### src/rtl/cnt_job_dispatcher.sv
// Job queue feeding a downstream counter FSM: accepted jobs are issued one at a time as an o_run pulse 2 edges after push.
// Backpressure: rejected pushes (full or zero count) raise o_push_err; issue waits for i_idle, completion waits for i_done.
module cnt_job_dispatcher #(
  parameter int DEPTH = 4,
  parameter int CNT_W = 7
) (
  input  logic             clk,
  input  logic             reset_n,
  input  logic             i_push,
  input  logic [CNT_W-1:0] i_push_num,
  output logic             o_full,
  output logic             o_empty,
  output logic             o_push_err,
  output logic             o_run,
  output logic [CNT_W-1:0] o_num_cnt,
  input  logic             i_idle,
  input  logic             i_done,
  output logic             o_busy,
  output logic [7:0]       o_job_cnt
);

  localparam int AW = (DEPTH > 1) ? $clog2(DEPTH) : 1;
  localparam logic [AW-1:0] PTR_ONE  = AW'(1);
  localparam logic [AW:0]   OCC_ONE  = (AW+1)'(1);
  localparam logic [AW:0]   OCC_FULL = (AW+1)'(DEPTH);

  typedef enum logic [1:0] {
    S_IDLE  = 2'b00,
    S_ISSUE = 2'b01,
    S_WAIT  = 2'b10
  } state_t;

  state_t           state_q, state_d;
  logic [CNT_W-1:0] mem [DEPTH];
  logic [AW-1:0]    wr_ptr_q, rd_ptr_q;
  logic [AW:0]      occ_q, occ_d;
  logic             full_q, empty_q, push_err_q, run_q;
  logic [CNT_W-1:0] num_q;
  logic [7:0]       job_cnt_q;
  logic             push_ok, pop, done_evt, busy;

  // Full blocks pushes even when a pop lands on the same edge: no bypass path.
  assign push_ok  = i_push && !full_q && (i_push_num != '0);
  assign pop      = (state_q == S_IDLE) && (occ_q != '0) && i_idle;
  assign done_evt = (state_q == S_WAIT) && i_done;

  always_comb begin
    occ_d = occ_q;
    case ({push_ok, pop})
      2'b10:   occ_d = occ_q + OCC_ONE;
      2'b01:   occ_d = occ_q - OCC_ONE;
      default: occ_d = occ_q;
    endcase
  end

  always_ff @(posedge clk) begin
    if (push_ok) mem[wr_ptr_q] <= i_push_num;
  end

  always_ff @(posedge clk or negedge reset_n) begin
    if (!reset_n) begin
      wr_ptr_q   <= '0;
      rd_ptr_q   <= '0;
      occ_q      <= '0;
      full_q     <= 1'b0;
      empty_q    <= 1'b1;
      push_err_q <= 1'b0;
      run_q      <= 1'b0;
      num_q      <= '0;
      job_cnt_q  <= '0;
    end else begin
      if (push_ok) wr_ptr_q <= wr_ptr_q + PTR_ONE;
      if (pop) begin
        rd_ptr_q <= rd_ptr_q + PTR_ONE;
        num_q    <= mem[rd_ptr_q];
      end
      occ_q      <= occ_d;
      full_q     <= (occ_d == OCC_FULL);
      empty_q    <= (occ_d == '0);
      push_err_q <= i_push && !push_ok;
      run_q      <= pop;
      if (done_evt) job_cnt_q <= job_cnt_q + 8'd1;
    end
  end

  always_ff @(posedge clk or negedge reset_n) begin
    if (!reset_n) state_q <= S_IDLE;
    else          state_q <= state_d;
  end

  always_comb begin
    state_d = S_IDLE;
    case (state_q)
      S_IDLE:  state_d = pop ? S_ISSUE : S_IDLE;
      S_ISSUE: state_d = S_WAIT;
      S_WAIT:  state_d = i_done ? S_IDLE : S_WAIT;
      default: state_d = S_IDLE;
    endcase
  end

  always_comb begin
    busy = 1'b0;
    case (state_q)
      S_ISSUE, S_WAIT: busy = 1'b1;
      default:         busy = 1'b0;
    endcase
  end

  assign o_full     = full_q;
  assign o_empty    = empty_q;
  assign o_push_err = push_err_q;
  assign o_run      = run_q;
  assign o_num_cnt  = num_q;
  assign o_busy     = busy;
  assign o_job_cnt  = job_cnt_q;

endmodule

### config.mk
export PLATFORM = sky130hd
export DESIGN_NAME = cnt_job_dispatcher
export DESIGN_NICKNAME = d
export VERILOG_FILES = /design/src/rtl/cnt_job_dispatcher.sv
export SDC_FILE = /design/constraint.sdc
export NUM_CORES = 1
export LEC_CHECK = 0
export CORE_MARGIN = 1.5
export CORE_UTILIZATION = 37
export CTS_CLUSTER_SIZE = 10
export DETAILED_ROUTE_END_ITERATION = 8
export RECOVER_POWER = 25
export SLEW_MARGIN = 10
export SYNTH_ARGS = -nofsm -noshare
export SYNTH_HDL_FRONTEND = slang
export SYNTH_SLANG_ARGS = --single-unit
### constraint.sdc
create_clock -name clk -period 3.1 [get_ports clk]
set_input_delay 0.775 -clock clk [delete_from_list [all_inputs] [get_ports clk]]
set_output_delay 0.775 -clock clk [all_outputs]
set_load 0.03 [all_outputs]
==> report_table.html <==
<table>
<tr><th>Metric</th><th>Value</th></tr>
<tr><th colspan="2">Clock tree</th></tr>
<tr><td>TritonCTS sink count</td><td>56</td></tr>
<tr><td>Clock tree from TritonCTS</td><td>yes</td></tr>
<tr><td>Number of H-tree branching levels</td><td>2</td></tr>
<tr><td>Max Buffers Root-to-Sink</td><td>2</td></tr>
<tr><td>Master cell of the clock root buffer</td><td>sky130_fd_sc_hd__clkbuf_8</td></tr>
<tr><td>Post-CTS Setup Inserts</td><td>0</td></tr>
<tr><td>Clock latency of the later-clocked register in the worst-skew pair</td><td>300 ps</td></tr>
<tr><td>Hold_buf cts</td><td>0</td></tr>
<tr><td>Total of cells resized after clock tree synthesis</td><td>0</td></tr>
<tr><td>TritonCTS buffer count</td><td>5</td></tr>
<tr><td>Clock-pin slew of the registers on the worst-case setup and hold paths</td><td>90 ps</td></tr>
<tr><th colspan="2">Job</th></tr>
<tr><td>Max-cap viol count</td><td>1</td></tr>
<tr><th colspan="2">Finish</th></tr>
<tr><td>Final cell count without fillers</td><td>278</td></tr>
<tr><td>Proportion of layout cells with a drive suffix above 1</td><td>15.8%</td></tr>
<tr><td>Area used by multi-input combinational logic</td><td>727 sq um</td></tr>
<tr><td>Layout Area Growth over Synthesis</td><td>25.2%</td></tr>
<tr><td>FILL cells</td><td>531</td></tr>
<tr><td>Number of nets at the end of the flow</td><td>224</td></tr>
<tr><td>Antenna cell count</td><td>0</td></tr>
<tr><td>Sequential cell area</td><td>1540 sq um</td></tr>
<tr><th colspan="2">Yosys</th></tr>
<tr><td>Mean area per synthesized cell</td><td>15.0 sq um</td></tr>
<tr><td>Distinct cell type count of the synthesized netlist</td><td>34</td></tr>
<tr><td>Nets in the synthesized netlist</td><td>176</td></tr>
<tr><td>Sequential cell area fraction in the yosys report</td><td>66.6%</td></tr>
<tr><td>Instance count of the mapped netlist</td><td>154</td></tr>
<tr><td>Yosys warns</td><td>0</td></tr>
<tr><td>Mapped cell area</td><td>2310 sq um</td></tr>
<tr><td>Post-synthesis register bit count</td><td>56</td></tr>
<tr><th colspan="2">Global route</th></tr>
<tr><td>Total routing usage reported by global routing</td><td>13.3%</td></tr>
<tr><td>Final global-route overflow total</td><td>0</td></tr>
<tr><td>Largest net degree at the start of global routing</td><td>29</td></tr>
<tr><td>Antenna violations before repair</td><td>0</td></tr>
<tr><td>Global-route wire length before repair</td><td>6440 um</td></tr>
<tr><td>Vias in the first global route</td><td>1,306</td></tr>
<tr><th colspan="2">Critical path</th></tr>
<tr><td>CP Max Fanout</td><td>3</td></tr>
<tr><td>Data arrival time of the worst path</td><td>3060 ps</td></tr>
<tr><td>Max stage delay on crit path</td><td>440 ps</td></tr>
<tr><td>Type of element launching the critical path</td><td>input pin</td></tr>
<tr><td>Path type of the worst setup path</td><td>input pin to flop</td></tr>
<tr><td>CP Buf/Inv Count</td><td>3</td></tr>
<tr><td>Chain of cells forming the critical path</td><td>clkdlybuf4s50_1 &gt; nor4_2 &gt; a21oi_2 &gt; inv_1 &gt; ha_1 &gt; inv_1 &gt; fa_1 &gt; xor2_1 &gt; o21a_1 &gt; or2_2</td></tr>
<tr><td>CP max-delay cell</td><td>sky130_fd_sc_hd__clkdlybuf4s50_1</td></tr>
<tr><td>Required time of the critical path</td><td>3290 ps</td></tr>
<tr><td>Crit-path most repeated cell</td><td>sky130_fd_sc_hd__inv_1</td></tr>
<tr><td>Endpoint class of the critical path</td><td>flop</td></tr>
<tr><td>Cell family contributing the most delay on the critical path</td><td>simple AND/OR/NAND/NOR gates</td></tr>
<tr><th colspan="2">STA</th></tr>
<tr><td>Slew at the pin closest to its max-slew limit</td><td>1590 ps</td></tr>
<tr><td>Setup slack after layout</td><td>237 ps</td></tr>
<tr><td>Final count of pins violating max slew</td><td>29</td></tr>
<tr><td>Fin. Hold Viols</td><td>0</td></tr>
<tr><td>Share of the cycle needed by the critical path after routing</td><td>92.4%</td></tr>
<tr><td>Crit path time final</td><td>2860 ps</td></tr>
<tr><td>Unrepaired setup endpoints after global routing</td><td>false</td></tr>
<tr><td>Post-Route Skew</td><td>5.80 ps</td></tr>
<tr><td>Worst relative slew slack</td><td>-6.13%</td></tr>
<tr><td>Maximum clock rate</td><td>349 MHz</td></tr>
<tr><td>Count of final setup violators</td><td>0</td></tr>
<tr><th colspan="2">Die</th></tr>
<tr><td>Die width</td><td>82.1 um</td></tr>
<tr><td>Core Rows</td><td>28</td></tr>
<tr><td>Ports placed on the boundary</td><td>32</td></tr>
<tr><td>Die area</td><td>6740 sq um</td></tr>
<tr><td>Die outline height</td><td>82.1 um</td></tr>
<tr><td>Initial cell density of the core</td><td>38.6%</td></tr>
<tr><td>Core footprint</td><td>5990 sq um</td></tr>
<tr><th colspan="2">Power and ir drop</th></tr>
<tr><td>Power Density</td><td>915 nW/um^2</td></tr>
<tr><td>Leakage Power</td><td>0.00116 uW</td></tr>
<tr><td>Worst ir drop on vdd</td><td>0.000465 V</td></tr>
<tr><td>Post-layout power</td><td>2650 uW</td></tr>
<tr><th colspan="2">Drt</th></tr>
<tr><td>DRT Wirelength</td><td>4010 um</td></tr>
<tr><td>Mean routed wirelength per cell</td><td>14.4 um</td></tr>
<tr><td>Antenna violation net count after detailed routing</td><td>0</td></tr>
<tr><td>Number of DRC violations after detailed routing</td><td>0</td></tr>
<tr><td>Total via count after detailed routing</td><td>1,307</td></tr>
<tr><td>Detailed-router iteration count before antenna repair</td><td>4</td></tr>
<tr><td>Post-detailed-route via-to-cell ratio</td><td>4.70</td></tr>
<tr><td>Number of DRC violations after detailed-routing iteration 0</td><td>48</td></tr>
<tr><th colspan="2">Worst hold path</th></tr>
<tr><td>Worst hold-check path type</td><td>flop to flop</td></tr>
<tr><th colspan="2">Place</th></tr>
<tr><td>Final GP Congestion</td><td>0.740</td></tr>
<tr><td>Dpl cells</td><td>270</td></tr>
<tr><td>Dpl hpwl</td><td>2870 um</td></tr>
<tr><td>Worst setup timing slack at the placement stage</td><td>-111 ps</td></tr>
<tr><td>Number of buffers added on ports</td><td>31</td></tr>
<tr><th colspan="2">Run status</th></tr>
<tr><td>Run status</td><td>complete, but fails checks</td></tr>
<tr><td>Violated checks</td><td>capacitance limit, slew limit</td></tr>
</table>
## worst reg2reg max path: cells and delay by family (launching register included)
| kind | cells | cell delay [ps] |
|---|---|---|
| AOI/OAI and AO/OA | 2 | 310 |
| xor gates and xnor gates | 1 | 170 |
| adders and majority gates | 3 | 720 |
| buffers and inverters | 3 | 220 |
| DFF | 1 | 410 |
| and+or+nand+nor | 1 | 290 |
## stage by stage
stage               utilization [%]  TNS [ps]  hold slack [ps]  cell area, sq um
finish                         48.4         0              473              2900
global route                   48.4         0              508              2900
CTS                            48.5         0              481              2910
detailed placement             46.7      -159              465              2800
global placement               46.7     -27.6              460              2800
floorplan                         -         0              476              2310
## cell usage in the layout (no fill, tap or decap), types with 3 or more instances in the layout
| cell | instances |
|---|---|
| sky130_fd_sc_hd__clkdlybuf4s50_1 | 28 |
| sky130_fd_sc_hd__edfxtp_1 | 28 |
| sky130_fd_sc_hd__dfrtp_1 | 27 |
| sky130_fd_sc_hd__nand2_1 | 24 |
| sky130_fd_sc_hd__xnor2_1 | 10 |
| sky130_fd_sc_hd__buf_4 | 10 |
| sky130_fd_sc_hd__ha_1 | 9 |
| sky130_fd_sc_hd__inv_1 | 8 |
| sky130_fd_sc_hd__mux4_2 | 7 |
| sky130_fd_sc_hd__clkbuf_8 | 5 |
| sky130_fd_sc_hd__and2_1 | 4 |
| sky130_fd_sc_hd__nor2_1 | 3 |
| sky130_fd_sc_hd__a21oi_1 | 3 |
| sky130_fd_sc_hd__nor3_1 | 3 |
| sky130_fd_sc_hd__nand4_1 | 3 |
| sky130_fd_sc_hd__dlygate4sd3_1 | 3 |
## path summary, 6_finish.rpt
path | to | start | slack (ps) | cells past startpoint
hold / removal | o_job_cnt[7] | o_job_cnt[7] | 470 | 1
setup / recovery | occ_q[2] | i_push_num[2] | 240 | 10
setup reg to reg | occ_q[2] | state_q[0] | 890 | 10
hold reg to reg | o_job_cnt[7] | o_job_cnt[7] | 470 | 1
min in group asynchronous | o_num_cnt[5] | reset_n | 1400 | 2
max in group asynchronous | o_num_cnt[3] | reset_n | 780 | 2
## sequential cells by signal, summed over array words and instances, names as in the netlist
signal	cells
mem	28
o_empty	1
o_full	1
o_job_cnt	8
o_num_cnt	7
o_push_err	1
o_run	1
occ_q	3
rd_ptr_q	2
state_q	2
wr_ptr_q	2
## cell families (layout without fill, tap and decap cells)
logic type               count (synthesis)  in the layout  synth area share, %
AO/OA/AOI/OAI                            8              8                 3.14
adder cells (fa/ha/maj)                 10             10                 5.73
AND/OR/NAND/NOR                         48             48                 10.2
XOR/XNOR                                12             12                 4.54
buffers and inverters                   11             60                 1.95
multiplexers                             9              9                 7.78
flip-flops                              56             56                 66.6
## where the power goes
part           total [uW]  switching [uW]  internal, uW
Clock                 457             222           236
Sequential           1190             183          1000
Combinational        1010             526           482
## synthesized netlist by cell type, drive strengths merged
cell,instances,area share [%]
edfxtp,28,36
dfrtp,27,29
xor2,2,0.76
dfstp,1,1.1
nand2,25,4.2
nand4,3,0.81
o21ba,1,0.43
mux2,2,0.97
and4,1,0.38
buf,1,0.22
nor4,1,0.54
and2,4,1.1
nor3,3,0.65
clkbuf,1,0.16
nand3,2,0.43
a21oi,4,1.0
or2,1,0.27
xnor2,10,3.8
ha,9,4.9
o21a,1,0.32
nor2b,2,0.54
mux4,7,6.8
nor3b,1,0.32
and3,1,0.27
nand2b,1,0.27
fa,1,0.86
inv,9,1.6
o21ai,1,0.22
nor2,3,0.49
o311ai,1,1.1
## layer usage
layer  vias to the layer above  GRT usage, %  share of wire [%]
met3                         6          3.41                3.6
li1                        634             -                  -
met2                        27          22.5                 50
met4                         0          5.08                1.5
met5                         -             0                  0
met1                       640          16.4                 44
## area by class of cell
class                      instances  share of cell area [%]
clock buffer                       5                    2.37
timing repair buffer              43                    13.6
sequential                        56                    53.2
multi-input combinational         87                    25.1
clock inverter                     3                    1.29
tap                               75                    3.24
inverter                           9                    1.25
No activity file was read; power rests on OpenSTA's default activity.
